$ cat src/rtl/cpu_types_pkg.sv
// Shared CPU type definitions: instruction-cache address view, FSM states
// and geometry constants.
package cpu_types_pkg;

    localparam int ICACHE_SETS = 16;
    localparam int ICACHE_IDXW = $clog2(ICACHE_SETS);
    localparam int ICACHE_TAGW = 32 - ICACHE_IDXW - 2;

    // Packed view of a fetch byte address for the default cache geometry
    typedef struct packed {
        logic [ICACHE_TAGW-1:0] tag;
        logic [ICACHE_IDXW-1:0] idx;
        logic [1:0]             bytoff;
    } icachef_t;

    typedef enum logic {
        IDLE  = 1'b0,
        FETCH = 1'b1
    } icache_state_t;

endpackage

$ cat src/rtl/icache_frames.sv
// Frame storage for the direct-mapped instruction cache: valid/tag/data per
// set, one asynchronous read port and one synchronous write port.
module icache_frames
    import cpu_types_pkg::*;
#(
    parameter int SETS = ICACHE_SETS,
    parameter int IDXW = $clog2(SETS),
    parameter int TAGW = 32 - IDXW - 2
) (
    input  logic            CLK,
    input  logic            RST,
    input  logic [IDXW-1:0] rd_idx,
    output logic            rd_valid,
    output logic [TAGW-1:0] rd_tag,
    output logic [31:0]     rd_data,
    input  logic            wr_en,
    input  logic [IDXW-1:0] wr_idx,
    input  logic [TAGW-1:0] wr_tag,
    input  logic [31:0]     wr_data
);

    logic [SETS-1:0] valid_q, valid_d;
    logic [TAGW-1:0] tag_mem  [SETS];
    logic [31:0]     data_mem [SETS];

    // A fill marks its frame valid; everything else holds
    always_comb begin
        valid_d = valid_q;
        if (wr_en) begin
            valid_d[wr_idx] = 1'b1;
        end
    end

    // Valid bits are the only cache state cleared by reset
    always_ff @(posedge CLK) begin
        if (RST) begin
            valid_q <= '0;
        end else begin
            valid_q <= valid_d;
        end
    end

    // NOTE: tag/data arrays are not reset; the valid bits alone gate their use,
    // which keeps the arrays mappable onto plain RAM.
    always_ff @(posedge CLK) begin
        if (wr_en) begin
            tag_mem[wr_idx]  <= wr_tag;
            data_mem[wr_idx] <= wr_data;
        end
    end

    assign rd_valid = valid_q[rd_idx];
    assign rd_tag   = tag_mem[rd_idx];
    assign rd_data  = data_mem[rd_idx];

endmodule

$ cat src/rtl/icache_direct.sv
// Direct-mapped, read-only instruction cache. Hits return the word in the
// same cycle; a miss fetches one word from memory over iREN/iwait and then
// re-evaluates the request. Optional hit/miss counters are built when
// ICACHE_STATS_EN is defined.
module icache_direct
    import cpu_types_pkg::*;
#(
    parameter int          SETS    = ICACHE_SETS,
    parameter logic [31:0] PC_INIT = 32'h0
) (
    input  logic        CLK,
    input  logic        RST,
    input  logic        imemREN,
    input  logic [31:0] imemaddr,
    output logic        ihit,
    output logic [31:0] imemload,
    output logic        iREN,
    output logic [31:0] iaddr,
    input  logic        iwait,
    input  logic [31:0] iload
`ifdef ICACHE_STATS_EN
    ,
    output logic [31:0] hit_count,
    output logic [31:0] miss_count
`endif
);

    localparam int IDXW = $clog2(SETS);
    localparam int TAGW = 32 - IDXW - 2;

    icache_state_t   state_q, state_d;
    logic [29:0]     fetch_word_q, fetch_word_d;   // word address of the pending fill
    logic            rd_valid;
    logic [TAGW-1:0] rd_tag;
    logic [31:0]     rd_data;
    logic            hit;
    logic            fill_en;
    logic            byte_offset_unused;

    // Byte offset is irrelevant for word fetches
    assign byte_offset_unused = ^imemaddr[1:0];

    icache_frames #(
        .SETS (SETS)
    ) u_frames (
        .CLK      (CLK),
        .RST      (RST),
        .rd_idx   (imemaddr[IDXW+1:2]),
        .rd_valid (rd_valid),
        .rd_tag   (rd_tag),
        .rd_data  (rd_data),
        .wr_en    (fill_en),
        .wr_idx   (fetch_word_q[IDXW-1:0]),
        .wr_tag   (fetch_word_q[29:IDXW]),
        .wr_data  (iload)
    );

    assign hit = (state_q == IDLE) && imemREN && rd_valid
                 && (rd_tag == imemaddr[31:IDXW+2]);

    // Next state, fill control and bus outputs; all default to idle values
    always_comb begin
        state_d      = state_q;
        fetch_word_d = fetch_word_q;
        ihit         = 1'b0;
        imemload     = 32'h0;
        iREN         = 1'b0;
        iaddr        = 32'h0;
        fill_en      = 1'b0;
        unique case (state_q)
            IDLE: begin
                if (hit) begin
                    ihit     = 1'b1;
                    imemload = rd_data;
                end else if (imemREN) begin
                    fetch_word_d = imemaddr[31:2];
                    state_d      = FETCH;
                end
            end
            FETCH: begin
                // Fill target stays fixed even if the datapath squashes
                iREN  = 1'b1;
                iaddr = {fetch_word_q, 2'b00};
                if (!iwait) begin
                    fill_en = !RST;   // a fill landing on reset is discarded
                    state_d = IDLE;
                end
            end
            default: state_d = IDLE;
        endcase
    end

    // NOTE: sequential state uses non-blocking assignments so every flop
    // samples the pre-edge values regardless of statement order.
    always_ff @(posedge CLK) begin
        if (RST) begin
            state_q      <= IDLE;
            fetch_word_q <= PC_INIT[31:2];
        end else begin
            state_q      <= state_d;
            fetch_word_q <= fetch_word_d;
        end
    end

`ifdef ICACHE_STATS_EN
    logic [31:0] hit_count_q, hit_count_d;
    logic [31:0] miss_count_q, miss_count_d;

    // Count IDLE hit cycles and IDLE->FETCH transitions; both wrap naturally
    always_comb begin
        hit_count_d  = hit_count_q + 32'(ihit);
        miss_count_d = miss_count_q
                       + 32'((state_q == IDLE) && (state_d == FETCH));
    end

    // Counter registers, cleared by reset
    always_ff @(posedge CLK) begin
        if (RST) begin
            hit_count_q  <= 32'h0;
            miss_count_q <= 32'h0;
        end else begin
            hit_count_q  <= hit_count_d;
            miss_count_q <= miss_count_d;
        end
    end

    assign hit_count  = hit_count_q;
    assign miss_count = miss_count_q;
`endif

endmodule
$ cat config.mk
export PLATFORM = sky130hd
export DESIGN_NAME = icache_direct
export DESIGN_NICKNAME = d
export VERILOG_FILES = /design/src/rtl/cpu_types_pkg.sv /design/src/rtl/icache_frames.sv /design/src/rtl/icache_direct.sv
export SDC_FILE = /design/constraint.sdc
export NUM_CORES = 1
export LEC_CHECK = 0
export BUFFER_PORTS_ARGS = -buffer_cell sky130_fd_sc_hd__buf_2
export CORE_UTILIZATION = 28
export DETAILED_ROUTE_END_ITERATION = 10
export SYNTH_ARGS = -nofsm -noshare
export SYNTH_HDL_FRONTEND = slang
export SYNTH_SLANG_ARGS = --single-unit
$ cat constraint.sdc
create_clock -name CLK -period 7.5 [get_ports CLK]
set_input_delay 0.75 -clock CLK [delete_from_list [all_inputs] [get_ports CLK]]
set_output_delay 0.75 -clock CLK [all_outputs]
set_load 0.05 [all_outputs]
Word-level counts from Yosys, hierarchy flattened
Memory sizes are Yosys's and may differ from the RTL's.
Cells that the tools add are included.

word-level totals
  input port bits = 68
  bits in writable memories = 928
  logic and storage cells = 36
  register bits = 47
  memories = 2
  output and inout port bits = 66

memory list
  name               words  width  rd ports  clocked after memory_dff  wr ports  RTL line             text
  u_frames.data_mem  16     32     1         0                         1         icache_frames.sv:24  logic [31:0] data_mem [SETS];
  u_frames.tag_mem   16     26     1         0                         1         icache_frames.sv:23  logic [TAGW-1:0] tag_mem [SETS];

operators by class
  reduce and logical (&&, ||, !) cells = 6
  muxes and demuxes = 18
  equal/unequal tests = 1
  magnitude comparators = 3
  bitwise logic cells = 3

operators by type and width
  kind                                                                   number
  32-bit two-way mux                                                     3
  26-bit equality test                                                   1
  16-bit OR                                                              1
  1-bit two-way mux                                                      12
  4-bit by 5-bit < comparator with 1-bit output, second input constant   2
  1-bit binary-select mux with 4-bit select                              1
  1-bit demux with 4-bit select                                          1
  4-bit by 1-bit >= comparator with 1-bit output, second input constant  1
  1-bit logical AND                                                      4
  3-bit AND reduction                                                    1
  1-bit NOT                                                              2
  1-bit one-hot mux with 2 select lines                                  1
  1-bit zero test                                                        1

Logic depth before layout (Yosys ltp)
Gate-level depths: netlist of run 1.

  word-level depth = 6
  mapped depth = 13
  mapped depth without buffers = 8

Modules after synthesis
A second synthesis of run 1 with hierarchy kept.

second synthesis, totals
  cells, all modules = 1839
  area, all modules = 38040.2 µm²

by module, submodules not included
  module         cells each  area each (µm²)  times used  seq. area each (µm²)
  icache_frames  1506        35323.9          1           28187.0
  icache_direct  333         2716.4           1           620.6

Worst setup path after synthesis of run 1
Ideal clock, no wire load.

  path kind = input port to flip-flop
  from = input iwait
  to = memory u_frames.data_mem[0][0] (enable)
  cell stages on the path = 4
  path buffers = 0
  data required time = 6.952 ns
  library setup time = 0.548 ns
  arrival = 5.319 ns
  slack = 1.633 ns
  path through = nor3b_1 -> nor2b_1 -> nand2b_1 -> nor3_1

on the way
  cells in the longest elaborated chain, start to end = 4

ends and longest elaborated chain
  item                                     RTL line             text
  start: declaration                       icache_direct.sv:19  input logic iwait,
  1-bit two-way mux                        icache_direct.sv:84  if (!iwait) begin
  1-bit two-way mux                        icache_direct.sv:70  unique case (state_q)
  1-bit two-way mux                        icache_frames.sv:46  if (wr_en) begin
  1-bit two-way mux (implied by the code)  icache_frames.sv:48  data_mem[wr_idx] <= wr_data;
  end: declaration                         icache_frames.sv:24

Every way passes these cells.

Worst setup path in the final report of run 1
  from = input imemaddr[3]
  to = output imemload[13]

on the way
  cells in the longest elaborated chain, start to end = 6
  elaborated cells between the ends (all ways) = 9
  classes of those cells = 1 x eq/ne; 4 x mux; 2 x reduce/logical; 2 x memory

ends and longest elaborated chain
  item                                                                             RTL line             text
  start: declaration                                                               icache_direct.sv:14  input logic [31:0] imemaddr,
  parallel branches: the longest is 4 deep, another holds memory read 16 x 26 bit  --
  32-bit two-way mux *                                                             icache_direct.sv:72  if (hit) begin
  32-bit two-way mux *                                                             icache_direct.sv:70
  end: declaration                                                                 icache_direct.sv:16  output logic [31:0] imemload,

Every way passes the cells marked *. The select of a mux whose other input is x is not followed.

==> results of run 1 <==
per-stage QoR:
step / setup WS [ns] / instances / hold slack, ns
floorplan: 1.63 / 1767 / 0.435
global placement: 1.89 / 3632 / 0.444
detailed placement: 1.78 / 3632 / 0.458
CTS: 1.76 / 3809 / 0.324
global route: 1.55 / 3809 / 0.361
finish: 1.86 / 3809 / 0.361
flip-flops by register name, summed over array words and instances (netlist names):
name	cells
u_frames.data_mem	512
state_q	1
fetch_word_q	30
u_frames.valid_q	16
u_frames.tag_mem	416
power groups by stage:
stage                     logic (mW)  registers, mW  clock network, mW
after floorplan                0.350           6.14                  0
after CTS                      0.524           6.04               4.89
final                          0.511           6.04               4.80
after global placement         0.511           6.15                  0
after global routing           0.551           6.04               5.10
after detailed placement       0.523           6.15                  0
logic make-up (layout without fill, tap and decap cells):
group	after synthesis	after routing	synth area share [%]
DFF	975	975	75.6
muxes	367	367	17.7
and+or+nand+nor	243	243	3.56
buffers and inverters	101	362	1.37
AOI/OAI and AO/OA	48	48	1.07
xor gates and xnor gates	31	31	0.712
other	1	2	0.00984
worst max-delay path: stages:
cell and delay [ns]:
clkbuf_8 0.60, buf_4 0.59, mux4_2 0.58, mux2i_1 0.19
mux2i_1 0.15, xnor2_1 0.19, nand4_1 0.12, nor4_2 0.55
nand3_2 0.13, buf_4 0.33, nor2b_1 0.23, buf_2 0.29
Yosys cell counts, types with 14 or more instances:
master,instances,area (sq um)
buf_2,32,160
mux4_2,241,5430
xnor2_1,22,193
a22oi_1,20,150
nor2_1,52,195
nand2_1,14,52.6
clkbuf_1,34,128
mux2i_1,120,1200
dfxtp_1,47,941
and2_1,33,206
edfxtp_1,928,27900
nor2b_1,38,238
nand2b_1,67,419
per-layer routing:
metal  wire length, um  GRT usage (%)  share of wire [%]  vias up
met4              1810           2.93                2.0        4
met1             40000           18.3                 43     9725
met3              5380           2.39                5.8      141
li1                  -              -                  -     7659
met5                27              0              0.029        -
met2             44900           21.9                 49      601
layout by cell type (no fill, tap or decap), types with 8 or more instances in the layout:
cell type | netlist | final
a22oi_1 | 20 | 20
and2_1 | 33 | 33
buf_2 | 32 | 126
buf_4 | 11 | 49
bufinv_16 | 0 | 11
clkbuf_1 | 34 | 13
clkbuf_16 | 0 | 96
clkinv_1 | 0 | 19
clkinv_2 | 0 | 22
dfxtp_1 | 47 | 46
edfxtp_1 | 928 | 928
mux2i_1 | 120 | 120
mux4_2 | 241 | 241
nand2_1 | 14 | 14
nand2b_1 | 67 | 67
nand3_1 | 8 | 8
nor2_1 | 52 | 40
nor2_4 | 0 | 12
nor2b_1 | 38 | 38
xnor2_1 | 22 | 22
xor2_1 | 9 | 9
final cells by class:
class / count / area [sq um] / share of cell area, %
multi-input cells: 691 / 8910 / 20.2
well taps: 1781 / 2230 / 5.05
clock inverters: 64 / 628 / 1.42
inverters: 6 / 23.8 / 0.0538
flip-flops and latches: 975 / 28800 / 65.2
repair buffers: 179 / 1060 / 2.40
clock buffers: 113 / 2510 / 5.67
path summary, 6_finish.rpt:
path | from | end | depth (start not counted)
max | imemaddr[3] | imemload[13] | 12
min | imemaddr[15] | fetch_word_q[13] | 3
max reg2reg | u_frames.tag_mem[3][10] | state_q | 8
min reg2reg | u_frames.valid_q[11] | u_frames.valid_q[11] | 2
==> metrics, run 1 <==
Post-CTS Resized=0; PD cells=between 200 and 300 nW/um^2; Placed Area=slightly above 40000 sq um; status=completed; gr usage total=13.3%; Max-slew headroom=a little under a third; clock sink total=975; CTS H-tree lvls=3; Boundary Pins=134; post-DR vias/cell=between 4 and 5; Initial Util=28.2%; routed len/inst=approximately 24 um; max cap viols=0; average cell area after synthesis=~22 sq um; sw frac=a little over a fifth; largest net degree at the start of global routing=80; CP Max Fanout=between 70 and 80; HPWL after detailed placement=50400 um; FF+latch count, synth=slightly below 1000; VDD IR-drop max=approximately 0.00021 V; Mapped Area=roughly 38000 sq um; final clock skew=between 0.02 and 0.03 ns; TritonCTS Buffers=between 90 and 100; number of flops mapped to enable cells by yosys=928; Period Utilization, post-route=between 70% and 80%; Critical Path AT=~4.9 ns; CTS tree=yes; DRT Wirelength=92000 um; final instance area=44200 sq um; worst hold path class=input pin to register; via count=18100; Worst Path Required=6.75 ns; die area=138000 sq um; DRC viols=0; r2r setup slk=between 3 and 4 ns; GRT overflow=0; CP startpoint kind=input pin; register area share after synthesis=75.6%; actual slew at the worst max-slew pin=a little over 1 ns; hold_buf cts=0; die width=around 370 um; clock slew at reported path FFs=about 0.060 ns; # diodes=0; Comb power frac=4.5%; Setup TNS=0 ns; Worst setup EP type=output port; post-route ant nets=0; Static Leak=approximately 14 nW; Final Critical Period=between 5 and 6 ns; Final GP Congestion=slightly above 0.7; initial antenna violation count=19; Core Box Area=around 140000 sq um; later-pin clock latency in the skew report=0.66 ns; Iteration-0 DRC Markers=1700; Pint=~9 mW; critical path class=input pin to output port; share of cells above drive strength 1=29.2%; layout net count=about 2000; Synthesis Warnings=0; Post-Syn Instances=between 1500 and 2000; Final Util=32.6%; Slew Viols, Final=0; Layout area overhead=15.8%; Die H=roughly 370 um; Clk network pwr share=between 40 and 50%; vias in the first global route=approximately 19000; Fill cells=approximately 13000; switching power total=approximately 2.4 mW; Top FF cell, synth=edfxtp_1; Final Total Pwr=~11 mW; clock root cell=clkbuf_16; async set-reset flop share out of synthesis=0%; count of cell types in the netlist=54; clock tree buffer depth=3; TritonRoute pass-1 iters=5; Port Buf Inserts=129; Max Clock Freq=between 150 and 200 MHz; RSZ-0062 raised after global routing=no; Fin. Hold Viols=0; sequential power share=between 50% and 60%; first-pass GRT wire length=between 100000 and 150000 um; number of core rows=between 100 and 150; Post-CTS Setup Bufs=0; Final Setup Violations=0
Power figures use the tool's default switching activity.
==> inputs of run 2 (changes only) <==
clock period = 5.2 ns   (was 7.5 ns; I/O delays follow)
==> run 2 against run 1 <==
Compared with the run above: cell count decreased by 0.13%; largest power group unchanged; highest routed layer unchanged; clock skew increased by 0.0061 ns; hold slack got worse by 0.21 ns.
==> metrics, run 2 (synthesis results as in run 1) <==
status=completed; registers with the most flip-flops=u_frames.data_mem: 512 flops, u_frames.tag_mem: 416 flops, fetch_word_q: 30 flops; post-route ant nets=0; FF-to-FF Start=u_frames.tag_mem[14][23]; gr usage total=13.1%; post-DR vias/cell=4.77; share of cells above drive strength 1=between 20% and 30%; max reg flops=512; HPWL after detailed placement=50400 um; clock slew at reported path FFs=about 0.06 ns; Worst setup EP type=output port; die width=about 370 um; CP max stage delay=0.52 ns; Core Box Area=between 100000 and 150000 sq um; crit-path leading delay family=compound AO/OA/AOI/OAI gates; Boundary Pins=134; CTS tree=yes; Initial Util=approximately 28%; Final Setup Violations=0; # diodes=0; largest net degree at the start of global routing=97; critical path class=input pin to output port; later-pin clock latency in the skew report=~0.65 ns; Final Util=around a third; layout net count=between 2000 and 2500; Worst Path Required=4.68 ns; routed len/inst=24.0 um; hold_buf cts=0; DRT Wirelength=between 90000 and 100000 um; Most flops, register=u_frames.data_mem; TritonRoute pass-1 iters=5; die area=roughly 140000 sq um; first-pass GRT wire length=roughly 130000 um; Fin. Hold Viols=0; CP startpoint kind=input pin; Layout area overhead=16.2%; Period Utilization, post-route=approximately 90%; clock tree buffer depth=3; clock root cell=clkbuf_16; max cap viols=0; crit path buf inv count=4; Static Leak=around 14 nW; Max-slew headroom=between 30% and 40%; number of core rows=between 100 and 150; Final GP Congestion=0.727; Critical Path AT=4.16 ns; Die H=around 370 um; vias in the first global route=roughly 18000; Max Clock Freq=around 210 MHz; GRT overflow=0; clock sink total=approximately 1000; grt met3 use=2.38%; worst hold path class=input pin to register; critical path, cell by cell=buf_6, buf_12, mux2i_1, a22oi_1, o311ai_0, mux2i_1, a2111o_1, a2111oi_2, nand3_2, buf_4, nor2b_1, buf_2; PD cells=between 300 and 400 nW/um^2; RSZ-0062 raised after global routing=no; initial antenna violation count=14; Post-CTS Resized=0; Setup TNS=0 ns; commonest non-fill, non-tap cell in the layout=edfxtp_1; Global Route met1 Usage=a little under a fifth; VDD IR-drop max=between 0.0002 and 0.0003 V; most frequent cells in the layout=edfxtp_1 (928), mux4_2 (241), mux2i_1 (120), buf_2 (114), clkbuf_16 (95); Port Buf Inserts=about 130; Iteration-0 DRC Markers=1848; crit path from=imemaddr[4]; CP Max Fanout=45; Slew Viols, Final=0; Post-CTS Setup Bufs=0; Hold Crit Start=imemaddr[12]; actual slew at the worst max-slew pin=~0.95 ns; Final Critical Period=around 4.7 ns; final clock skew=about 0.033 ns; via count=18100; met2 Use GR=between 20% and 30%; CTS H-tree lvls=3; TritonCTS Buffers=a little over 90; CP max stage cell=a2111oi_2; busiest layer in global routing=met2; Crit path top cell by count=mux2i_1; DRC viols=0
## run 2: cell types whose count changed in the layout (fill, tap and decap cells not counted), sizes merged
| cell | previous run | this run |
|---|---|---|
| inv | 11 | 6 |
| clkbuf | 114 | 127 |
| buf | 178 | 184 |
| clkinv | 46 | 30 |
| clkinvlp | 2 | 3 |
| bufinv | 11 | 7 |
## run 2: through the flow
stage | hold WS [ns] | cells | instance area [sq um] | total power [mW] | setup WS [ns]
after floorplan | 0.435 | 1767 | 38200 | 9.35 | 0.941
after global placement | 0.447 | 3638 | 41400 | 9.62 | 0.440
after detailed placement | 0.457 | 3638 | 41400 | 9.64 | 0.399
after CTS | 0.110 | 3804 | 44300 | 16.1 | 0.399
after global routing | 0.144 | 3804 | 44300 | 16.5 | 0.258
final | 0.148 | 3804 | 44300 | 16.0 | 0.519
## run 2: tightest hold or removal path, delay by kind of cell
family	cells	cell delay (ns)
buffers and inverters	1	0.11
and+or+nand+nor	1	0.06
muxes	1	0.06
## run 2: path summary, 6_finish.rpt
check                   endpoint  slack [ns]  cells past startpoint
min reg2reg  u_frames.valid_q[9]        0.47                      2
min             fetch_word_q[10]        0.15                      3
max reg2reg              state_q        1.81                      8
max                 imemload[13]        0.52                     12
## run 2: layout make-up
| cell class | count | area [sq um] |
|---|---|---|
| clock inverter | 40 | 377 |
| multi-input combinational | 691 | 8940 |
| sequential | 975 | 28800 |
| fill | 12600 | 91000 |
| tap | 1781 | 2230 |
| inverter | 6 | 23.8 |
| clock buffer | 126 | 2520 |
| timing repair buffer | 185 | 1410 |
## run 2: where the power goes
part / internal [mW] / leakage [nW] / switching (mW)
Clock: 3.74 / 1.41 / 2.80
Sequential: 8.64 / 9.02 / 0.0807
Combinational: 0.324 / 3.93 / 0.415
Total: 12.7 / 14.4 / 3.29
## run 2: per-layer routing
metal  part of all wire, %  vias to the layer above
met2                    49                      585
met5                 0.027                        -
met3                   5.8                      134
met4                   1.7                        4
met1                    44                     9777
li1                      -                     7639
==> inputs of run 3 (changes only) <==
CORE_MARGIN = 8   (was default)
SYNTH_HIERARCHICAL = 1   (was default)
==> run 3 against run 2 <==
Compared with the run above: clock skew rose by 0.025 ns; sequential power about the same; combinational power increased by 2%; wire length rose by 5.7%; total power is 1.6% higher; largest cell class unchanged; largest power group unchanged; highest routed layer unchanged.
==> metrics, run 3 <==
status=completed; post-route ant nets=0; Port Buf Inserts=between 100 and 150; Post-synth top cells=edfxtp_1 (928), mux4_2 (236), a22oi_1 (118), nand2_1 (91), clkbuf_1 (64); DRT Wirelength=a little under 100000 um; most common cell in the synthesized netlist=edfxtp_1; post-synth top area share=73.3%; crit path from=imemaddr[2]; Layout area overhead=16.5%; Fill cells=~13000; gr usage total=12.7%; CTS tree=yes; Synthesis Warnings=6; routed len/inst=approximately 25 um; RSZ-0062 raised after global routing=no; Static Leak=between 10 and 15 nW; Area contributors post-synth=edfxtp_1 (73%), mux4_2 (14%), dfxtp_1 (2.5%); layout net count=2079; Worst setup EP type=output port; clock sink total=between 900 and 1000; GRT overflow=0; DRC viols=0; clock tree buffer depth=3; post-route setup slack=between 0.8 and 0.9 ns; Top FF cell, synth=edfxtp_1; initial antenna violation count=28; registers with the most flip-flops=u_frames/data_mem: 512 flops, u_frames/tag_mem: 416 flops, fetch_word_q: 30 flops; Most flops, register=u_frames/data_mem; VDD IR-drop max=about 0.00029 V; Critical Path AT=approximately 3.8 ns; Max Clock Freq=approximately 230 MHz; Period Utilization, post-route=83.5%; CP Max Fanout=48; first-pass GRT wire length=between 100000 and 150000 um; FF-to-FF path depth=4; TritonCTS Buffers=94; clock slew at reported path FFs=approximately 0.050 ns; actual slew at the worst max-slew pin=0.923 ns; register area share after synthesis=75.7%; FF-to-FF Start=state_q; Setup TNS=0 ns; max reg flops=roughly 510; count of cell types in the netlist=33; Reg area=slightly below 30000 sq um; Post-CTS Resized=0; Placed Area=about 41000 sq um; share of cells above drive strength 1=29.9%; PD cells=366 nW/um^2; end point of the critical path=imemload[22]; Iteration-0 DRC Markers=between 1500 and 2000; Final Setup Violations=0; average cell area after synthesis=20.7 sq um; via count=about 19000; Die H=slightly below 400 um; Slew Viols, Final=0; max cap viols=0; hold depth=3; Post-Syn Instances=1839; Multi-input gate area=about 9000 sq um; Boundary Pins=134; TritonRoute pass-1 iters=6; critical path class=input pin to output port; Reg-to-Reg End=u_frames/tag_mem[8][19]; Final Critical Period=around 4.3 ns; CTS H-tree lvls=3; commonest non-fill, non-tap cell in the layout=edfxtp_1; Mapped Area=between 30000 and 40000 sq um; number of core rows=135; number of flops mapped to enable cells by yosys=approximately 930; vias in the first global route=between 15000 and 20000; clock root cell=clkbuf_16; final instance area=44300 sq um; hold_buf cts=0; FF+latch count, synth=975; largest net degree at the start of global routing=93; r2r setup slk=1.56 ns; Final GP Congestion=between 0.7 and 0.8; die area=between 100000 and 150000 sq um; Post-CTS Setup Bufs=0; HPWL after detailed placement=between 50000 and 60000 um; worst hold path class=input pin to register; final clock skew=approximately 0.058 ns; post-place setup slack=just under 0.8 ns; Fin. Hold Viols=0; die width=between 300 and 400 um; Initial Util=between 20% and 30%; leading area contributor after synthesis=edfxtp_1; Max-slew headroom=38.5%; Core Box Area=~140000 sq um; post-DR vias/cell=a little under 5; later-pin clock latency in the skew report=0.67 ns; most frequent cells in the layout=edfxtp_1 (928), mux4_2 (236), buf_2 (124), a22oi_1 (118), clkbuf_16 (97); async set-reset flop share out of synthesis=0%; CP startpoint kind=input pin; Worst Path Required=4.68 ns; worst hold margin=~0.17 ns
## run 3: changes by cell type in the layout (fill, tap and decap cells not counted), sizes merged, moves of 30 or more
cell    previous run  this run
a22oi             20       118
and2              33        63
mux2i            120         0
nand2             14        91
nand2b            67         3
nand3b             1        34
## run 3: through the flow
step / power, mW / utilization (%) / cells
2_1_floorplan: 9.32 / - / 1840
3_3_place_gp: 9.63 / 30.5 / 3696
3_5_place_dp: 9.65 / 30.5 / 3696
4_1_cts: 16.4 / 32.8 / 3869
5_1_grt: 16.7 / 32.8 / 3870
6_report: 16.2 / 32.8 / 3880
## run 3: worst min-delay path by stage
stage	slack, ns	end	startpoint
floorplan	0.43	u_frames/valid_q[2]	u_frames/valid_q[2]
global placement	0.44	u_frames/valid_q[12]	u_frames/valid_q[12]
detailed placement	0.46	u_frames/valid_q[11]	u_frames/valid_q[11]
CTS	0.12	state_q	iwait
global route	0.15	state_q	iwait
finish	0.17	state_q	iwait
## run 3: worst max-delay path, cell delays in order
cell     delay (ns)
buf_8          0.27
buf_12         0.39
mux4_2         0.55
a22oi_1        0.23
nand2_1        0.20
xor2_1         0.20
nor4_1         0.31
nand3_1        0.18
nor3_4         0.18
buf_12         0.25
and2_1         0.18
buf_2          0.26
## run 3: cells by family after synthesis
logic type | count (synthesis) | share of synthesized area [%]
other cells | 1 | 0.00986
compound gates | 165 | 3.56
simple gates | 318 | 4.57
flops | 975 | 75.7
mux | 236 | 14.0
buf+inv | 118 | 1.56
xor+xnor | 26 | 0.599
## run 3: routing by layer
layer  part of all wire [%]  track usage [%]
met1                     40             16.0
met5                  0.052                0
met4                    2.8             3.93
met3                    7.5             3.02
met2                     50             21.8
## run 3: area by class of cell
cell class	count	area share [%]
Sequential cell	975	65.0
Multi-Input combinational cell	747	19.9
Clock buffer	116	5.73
Tap cell	1781	5.03
Timing Repair Buffer	193	3.03
Clock inverter	57	1.25
Antenna cell	11	0.0621
## run 3: where the power goes
part	total, mW	switching [mW]	internal (mW)
clock	6.77	2.88	3.89
combinational	0.753	0.465	0.287
sequential	8.72	0.0818	8.64
total	16.2	3.43	12.8
